`src/rtl/inst_fetch_queue.sv`:
```
// Fetch stage: drives the word-indexed PC to instruction memory and buffers
// {pc, inst} pairs in a circular FIFO drained by a valid/ready consumer.
module inst_fetch_queue #(
    parameter int unsigned PC_WIDTH   = 32,
    parameter int unsigned DEPTH      = 4,
    parameter int unsigned IMEM_WORDS = 64,
    parameter int unsigned RESET_PC   = 0
) (
    input  logic                      clk,
    input  logic                      rst,
    output logic [PC_WIDTH-1:0]       imem_addr,
    input  logic [31:0]               imem_inst,
    input  logic                      redirect_valid,
    input  logic [PC_WIDTH-1:0]       redirect_pc,
    output logic                      deq_valid,
    input  logic                      deq_ready,
    output logic [31:0]               deq_inst,
    output logic [PC_WIDTH-1:0]       deq_pc,
    output logic [$clog2(DEPTH):0]    count,
    output logic                      full,
    output logic                      empty,
    output logic                      fetch_done
);

    localparam int unsigned PTR_W = $clog2(DEPTH);
    localparam logic [PC_WIDTH-1:0] IMEM_END = PC_WIDTH'(IMEM_WORDS);
    localparam logic [PC_WIDTH-1:0] PC_INIT  = PC_WIDTH'(RESET_PC);
    localparam logic [PTR_W:0]      CNT_MAX  = (PTR_W+1)'(DEPTH);

    logic [PC_WIDTH-1:0] r_fetch_pc;
    logic [PTR_W-1:0]    r_head;
    logic [PTR_W-1:0]    r_tail;
    logic [PTR_W:0]      r_count;
    logic [PC_WIDTH-1:0] r_pc_q   [DEPTH];
    logic [31:0]         r_inst_q [DEPTH];

    logic w_fetch_done;
    logic w_nonempty;
    logic w_deq_valid;
    logic w_deq_fire;
    logic w_enq_fire;

    assign w_fetch_done = (r_fetch_pc >= IMEM_END);
    assign w_nonempty   = (r_count != '0);
    assign w_deq_valid  = w_nonempty && !redirect_valid;
    assign w_deq_fire   = w_deq_valid && deq_ready;
    // A full queue may still enqueue when the head leaves in the same cycle.
    assign w_enq_fire   = !redirect_valid && !w_fetch_done &&
                          ((r_count < CNT_MAX) || w_deq_fire);

    always_ff @(posedge clk) begin
        if (rst) begin
            r_fetch_pc <= PC_INIT;
            r_head     <= '0;
            r_tail     <= '0;
            r_count    <= '0;
        end else if (redirect_valid) begin
            r_fetch_pc <= redirect_pc;
            r_head     <= '0;
            r_tail     <= '0;
            r_count    <= '0;
        end else begin
            if (w_enq_fire) begin
                r_tail     <= r_tail + 1'b1;
                r_fetch_pc <= r_fetch_pc + 1'b1;
            end
            if (w_deq_fire) begin
                r_head <= r_head + 1'b1;
            end
            if (w_enq_fire && !w_deq_fire) begin
                r_count <= r_count + 1'b1;
            end else if (!w_enq_fire && w_deq_fire) begin
                r_count <= r_count - 1'b1;
            end
        end
    end

    // Entry storage carries no reset; contents are only observed when occupied.
    always_ff @(posedge clk) begin
        if (!rst && w_enq_fire) begin
            r_pc_q[r_tail]   <= r_fetch_pc;
            r_inst_q[r_tail] <= imem_inst;
        end
    end

    assign imem_addr  = r_fetch_pc;
    assign deq_valid  = w_deq_valid;
    assign deq_inst   = w_nonempty ? r_inst_q[r_head] : '0;
    assign deq_pc     = w_nonempty ? r_pc_q[r_head]   : '0;
    assign count      = r_count;
    assign full       = (r_count == CNT_MAX);
    assign empty      = !w_nonempty;
    assign fetch_done = w_fetch_done;

endmodule

```
`config.mk`:
```
export PLATFORM = sky130hd
export DESIGN_NAME = inst_fetch_queue
export DESIGN_NICKNAME = d
export VERILOG_FILES = /design/src/rtl/inst_fetch_queue.sv
export SDC_FILE = /design/constraint.sdc
export NUM_CORES = 1
export LEC_CHECK = 0
export ABC_AREA = 1
export CAP_MARGIN = 10
export CORE_MARGIN = 2
export CORE_UTILIZATION = 54
export DETAILED_ROUTE_END_ITERATION = 12
export PLACE_DENSITY_LB_ADDON = 0.25
export SETUP_SLACK_MARGIN = 0.3
export SYNTH_ARGS = -nofsm -noshare
export SYNTH_HDL_FRONTEND = slang
export SYNTH_SLANG_ARGS = --single-unit
```
`constraint.sdc`:
```
create_clock -name clk -period 5.7 [get_ports clk]
set_input_delay 1.425 -clock clk [delete_from_list [all_inputs] [get_ports clk]]
set_output_delay 1.425 -clock clk [all_outputs]
set_load 0.02 [all_outputs]
```
==> impl_metrics.json, run 1 <==
{
  "vias_per_cell": 5.54,
  "clk_latency_ns": 0.53,
  "power_switching_mw": 0.867,
  "syn_avg_cell_area_um2": 11.6,
  "portBuffers": 170,
  "fin_area_mm2": 0.0146,
  "firstDrtPassIters": 5,
  "crit_family": "buffers and inverters",
  "ioPinCount": 171,
  "clock.fmax_mhz": 207,
  "yosysMostFrequentCell": "nor2_1",
  "slowest_stage": "buf_4",
  "synth_compound_area_frac": 0.102,
  "cts_tree": "done",
  "synth_edf_count": 256,
  "arrival_ns": 3.41,
  "core-area_mm2": 0.0216,
  "cp_max_fo": 82,
  "crit_buf_inv": 2,
  "cts_buffers": 29,
  "drive_gt1_frac": 0.0570,
  "grt-ovfl-total": 0,
  "p_int_mw": 3.48,
  "synth_seq_area_share": 0.721,
  "cts_num_sinks": 297,
  "status": "complete, no violations",
  "yosys-top-cells-area": "edfxtp_1, nor2_1, dfxtp_1",
  "finalHoldWorstSlack_ns": 0.481,
  "power_density_mw_per_mm2": 297,
  "htree_levels": 1,
  "dr.first_iter.drc_count": 564,
  "synth_top_family_by_area": "simple AND/OR/NAND/NOR gates",
  "critPathKind": "flip-flop to output port",
  "syn_area_mm2": 0.0118,
  "syn-num-nets": 1096,
  "finalWorstSetupSlack_ns": 0.868,
  "synth_largest_area_cell": "edfxtp_1",
  "crit_chain": "buf_4 > nor2_1 > nor2_1 > o21ai_0 > a21oi_1 > clkdlybuf4s50_1",
  "cts_resized": 0,
  "critical_path.most_common_cell": "nor2_1",
  "path_clk_slew_ns": 0.06,
  "synth_flop_cell": "edfxtp_1",
  "post_drt_wl_per_cell_um": 17.9,
  "vdd_ir_drop_max_mv": 0.210,
  "ys_ff_latch": 297,
  "fin_crit_sh": 0.848,
  "maxCapViolCount": 0,
  "synthArstFlopShare": 0,
  "setup_viol": 0,
  "final_nets": 1248,
  "final_cells": 1474,
  "syn_inst": 1020,
  "worstSetupStartpointType": "flip-flop",
  "finalClockSkew_ns": 0.0126,
  "row_count": 54,
  "period_minus_slack_ns": 4.83,
  "drc": 0,
  "place_ws_ns": 1.19,
  "worstHoldPathType": "flip-flop to flip-flop",
  "synth-xor-area-share": 0.00297,
  "synth_cell_type_count": 28,
  "cellLeakagePower_nw": 5.02,
  "die_area_mm2": 0.0230,
  "dp_cells": 1421,
  "r2r_start": "imem_addr[11]",
  "regToRegSetupSlack_ns": 2.83,
  "r2r_end": "r_inst_q[0][9]",
  "yosys_warnings": 0,
  "final_antenna_net_count": 0,
  "min_to": "r_head[0]",
  "post_cts_buffers": 0,
  "num-fill-cells": 1583,
  "crit_path_end_kind": "output port",
  "syn2layout_area_growth_pct": 23.9,
  "finish.utilization": 0.676,
  "antenna_found_initial": 0,
  "cp.required_ns": 4.28,
  "power_frac_clock": 0.407,
  "synth.area.mux_share": 0,
  "slowest_delay_ns": 0.77,
  "grt_pass1_vias": 7811,
  "yosys.area_share.simple": 0.133,
  "swShare": 0.200,
  "start_util": 0.546,
  "dr_total_vias": 8167,
  "synth_top_area_frac": 0.652,
  "min_path_cells": 2,
  "hold_viol": 0,
  "p_comb_frac": 0.041,
  "maxSlewHeadroom": 0.402,
  "drt_wl_total_um": 26300,
  "die_h_um": 152,
  "cts_root_buffer": "clkbuf_16",
  "grt_pass1_wl_um": 40400,
  "sequentialPowerShare": 0.552,
  "routabilityCongestion": 0.763,
  "totalNegativeSetupSlack_ns": 0,
  "grt_util_all_layers": 0.227,
  "rsz0062_at_grt": "false",
  "p_total_mw": 4.35,
  "ff2ff_path_depth": 6,
  "hpwl_um": 14900,
  "synthAdderAreaFrac": 0.00912,
  "cts_hold_buf": 0,
  "clock_path_buffers": 3,
  "slew_violations": 0,
  "die_x_um": 152,
  "diodes": 0,
  "synth_common_cells": "nor2_1, edfxtp_1, o21ai_0, a21oi_1, nand2_1",
  "grt_max_degree": 91,
  "placed_cell_area_mm2": 0.0137,
  "worst_pin_slew_ns": 0.897,
  "min-delay-start": "r_head[0]"
}
## layout by cell type, fill, tap and decap left out, types with 7 or more instances in the layout
cell,synthesis,final
dfxtp_1,41,39
buf_4,2,12
o21ai_0,133,133
nand2_1,62,62
inv_1,19,19
nor2_1,276,276
a21oi_1,102,102
clkbuf_16,0,29
clkdlybuf4s50_1,0,169
edfxtp_1,256,256
nand3_1,37,37
ha_1,7,7
clkbuf_1,26,13
## final cells by class
class	count	area, um2	area share
Sequential cell	297	8510	0.583
Multi-Input combinational cell	638	2950	0.202
Timing Repair Buffer	184	1830	0.125
Clock buffer	48	857	0.0587
Tap cell	280	350	0.0240
Inverter	22	83.8	0.00574
Clock inverter	5	33.8	0.00231
## flip-flops by register name (all words and copies together) (netlist names), named ones only
name / cells
r_tail: 2
r_head: 2
r_inst_q: 128
r_pc_q: 128
count: 3
imem_addr: 32
## power by group through the flow
stage                     logic (mW)  registers, mW  clock network [mW]
after floorplan               0.0583           2.45                   0
after global placement         0.176           2.45                   0
after detailed placement       0.178           2.45                   0
after CTS                      0.180           2.40                1.79
after global routing           0.193           2.40                1.89
final                          0.179           2.40                1.77
## tightest hold or removal path, delay by kind of cell (launching register included)
family	cells	cell delay, ns
AOI/OAI and AO/OA	1	0.06
buffers and inverters	1	0.07
DFF	1	0.31
## cells by family after synthesis
family          after synthesis
compound gates              239
xor+xnor                      4
fa+ha+maj                     8
buf+inv                      85
flops                       297
simple gates                387
## worst max-delay path by stage
stage               depth (start not counted)        endpoint           start  slack [ns]
finish                                      6      deq_pc[13]       flip-flop        0.87
detailed placement                          3       deq_valid  redirect_valid        1.19
floorplan                                   5  r_inst_q[0][0]       deq_ready        0.78
global route                                6      deq_pc[13]       flip-flop        0.68
CTS                                         6      deq_pc[14]       flip-flop        0.87
global placement                            3       deq_valid  redirect_valid        1.22
## routing by layer
metal  up-vias  wire (um)  track usage
li1       3865          -            -
met1      3939      11300        0.329
met2       322      12600        0.368
met3        41       2000       0.0335
met4         0        426       0.0505
met5         -          0            0
Note: power is estimated with default switching activity, not from simulation.
==> inputs of run 2 (changes only) <==
--- a/config.mk
+++ b/config.mk
@@ -8,7 +8,7 @@
 export ABC_AREA = 1
 export CAP_MARGIN = 10
 export CORE_MARGIN = 2
-export CORE_UTILIZATION = 54
+export CORE_UTILIZATION = 49
 export DETAILED_ROUTE_END_ITERATION = 12
 export PLACE_DENSITY_LB_ADDON = 0.25
 export SETUP_SLACK_MARGIN = 0.3
==> constraint.sdc (replaced) <==
create_clock -name clk -period 4 [get_ports clk]
set_input_delay 1 -clock clk [delete_from_list [all_inputs] [get_ports clk]]
set_output_delay 1 -clock clk [all_outputs]
set_load 0.02 [all_outputs]
==> impl_metrics.json, run 2 (same netlist as run 1, synthesis figures left out) <==
{
  "setup_viol": 0,
  "syn2layout_area_growth_pct": 26.6,
  "grt_pass1_vias": 7693,
  "start_util": 0.501,
  "vdd_ir_drop_max_mv": 0.328,
  "firstDrtPassIters": 5,
  "seq_area_mm2": 0.00851,
  "clock_path_buffers": 3,
  "power_density_mw_per_mm2": 435,
  "ff2ff_path_depth": 11,
  "cts_buffers": 30,
  "dr.first_iter.drc_count": 674,
  "cellLeakagePower_nw": 5.15,
  "antenna_found_initial": 0,
  "grt_max_degree": 73,
  "die_x_um": 159,
  "clock.fmax_mhz": 283,
  "drc": 0,
  "maxSlewHeadroom": 0.431,
  "final_antenna_net_count": 0,
  "layout_commonest_cell": "nor2_1",
  "drive_gt1_frac": 0.0739,
  "cts_num_sinks": 297,
  "portBuffers": 170,
  "period_minus_slack_ns": 3.53,
  "diodes": 0,
  "post_drt_wl_per_cell_um": 17.7,
  "row_count": 56,
  "cts_root_buffer": "clkbuf_16",
  "p_total_mw": 6.49,
  "multi_input_area_mm2": 0.00295,
  "min_path_cells": 2,
  "cts_tree": "done",
  "critPathKind": "flip-flop to output port",
  "crit_path_end_kind": "output port",
  "arrival_ns": 2.53,
  "path_clk_slew_ns": 0.06,
  "grt-ovfl-total": 0,
  "hpwl_um": 15100,
  "vias_per_cell": 5.24,
  "clk_latency_ns": 0.54,
  "hold_viol": 0,
  "die_area_mm2": 0.0253,
  "finalClockSkew_ns": 0.0116,
  "die_h_um": 159,
  "totalNegativeSetupSlack_ns": 0,
  "worst_pin_slew_ns": 0.854,
  "ioPinCount": 171,
  "final_nets": 1257,
  "slew_violations": 0,
  "worstSetupStartpointType": "flip-flop",
  "cp_max_fo": 64,
  "rsz0062_at_grt": "false",
  "place_ws_ns": 0.720,
  "cts_hold_buf": 0,
  "grt_util_all_layers": 0.205,
  "grt_pass1_wl_um": 41500,
  "dr_total_vias": 7986,
  "status": "complete, no violations",
  "core-area_mm2": 0.0235,
  "worstHoldPathType": "flip-flop to flip-flop",
  "fin_crit_sh": 0.883,
  "cp.required_ns": 3.00,
  "htree_levels": 1,
  "drt_wl_total_um": 26900,
  "maxCapViolCount": 0,
  "routabilityCongestion": 0.761,
  "final_cell_mix": "nor2_1, edfxtp_1, clkdlybuf4s50_1",
  "finalWorstSetupSlack_ns": 0.468,
  "num-fill-cells": 1829
}
## run 2: path summary, 6_finish.rpt
path / startpoint / endpoint / slack, ns
worst min register to register: r_head[0] / r_head[0] / 0.48
worst max register to register: count[0] / count[2] / 1.43
worst max-delay path: flip-flop / deq_pc[0] / 0.47
worst min-delay path: r_head[0] / r_head[0] / 0.48
## run 2: what timing repair did
action	in CTS	in global routing
pin swaps	0	0
resized for setup	3	0
setup endpoints to repair	34	15
buffers inserted	1	1
cloned	1	0
## run 2: cell type report
type                       count  share of cell area
sequential                   297               0.570
multi-input combinational    638               0.197
timing repair buffer         192               0.132
clock buffer                  33              0.0524
tap                          319              0.0267
clock inverter                23              0.0160
inverter                      22             0.00561
## run 2: layer usage
metal  GRT usage  up-vias  share of wire
met2       0.336      245           0.47
met3      0.0341       30          0.063
met5           0        -              0
li1            -     3881              -
met1       0.293     3830           0.46
met4      0.0434        0          0.013
## run 2: worst max-delay path: stages, from the launching register on
cell and delay, ns:
dfxtp_2 0.33, buf_4 0.65, nor2_1 0.13, o21ai_0 0.12, a21oi_1 0.11, clkdlybuf4s50_1 0.62
## run 2: report_power, final
part / switching, mW / internal (mW)
registers: 0.0417 / 3.38
logic: 0.129 / 0.127
clock network: 1.14 / 1.68
total: 1.31 / 5.18
## run 2: stage by stage
step / hold WS (ns) / cells / area, um2 / utilization
floorplan: 0.445 / 1020 / 11800 / -
global placement: 0.461 / 1465 / 13800 / 0.588
global route: 0.510 / 1524 / 14900 / 0.634
CTS: 0.476 / 1523 / 14900 / 0.634
finish: 0.479 / 1524 / 14900 / 0.634
detailed placement: 0.467 / 1465 / 13800 / 0.588
==> inputs of run 3 (changes only) <==
--- a/config.mk
+++ b/config.mk
@@ -6,7 +6,6 @@
 export NUM_CORES = 1
 export LEC_CHECK = 0
 export ABC_AREA = 1
-export CAP_MARGIN = 10
 export CORE_MARGIN = 2
 export CORE_UTILIZATION = 49
 export DETAILED_ROUTE_END_ITERATION = 12
==> results of run 3 <==
The final DEF is identical to that of run 2; final timing and power are the same.
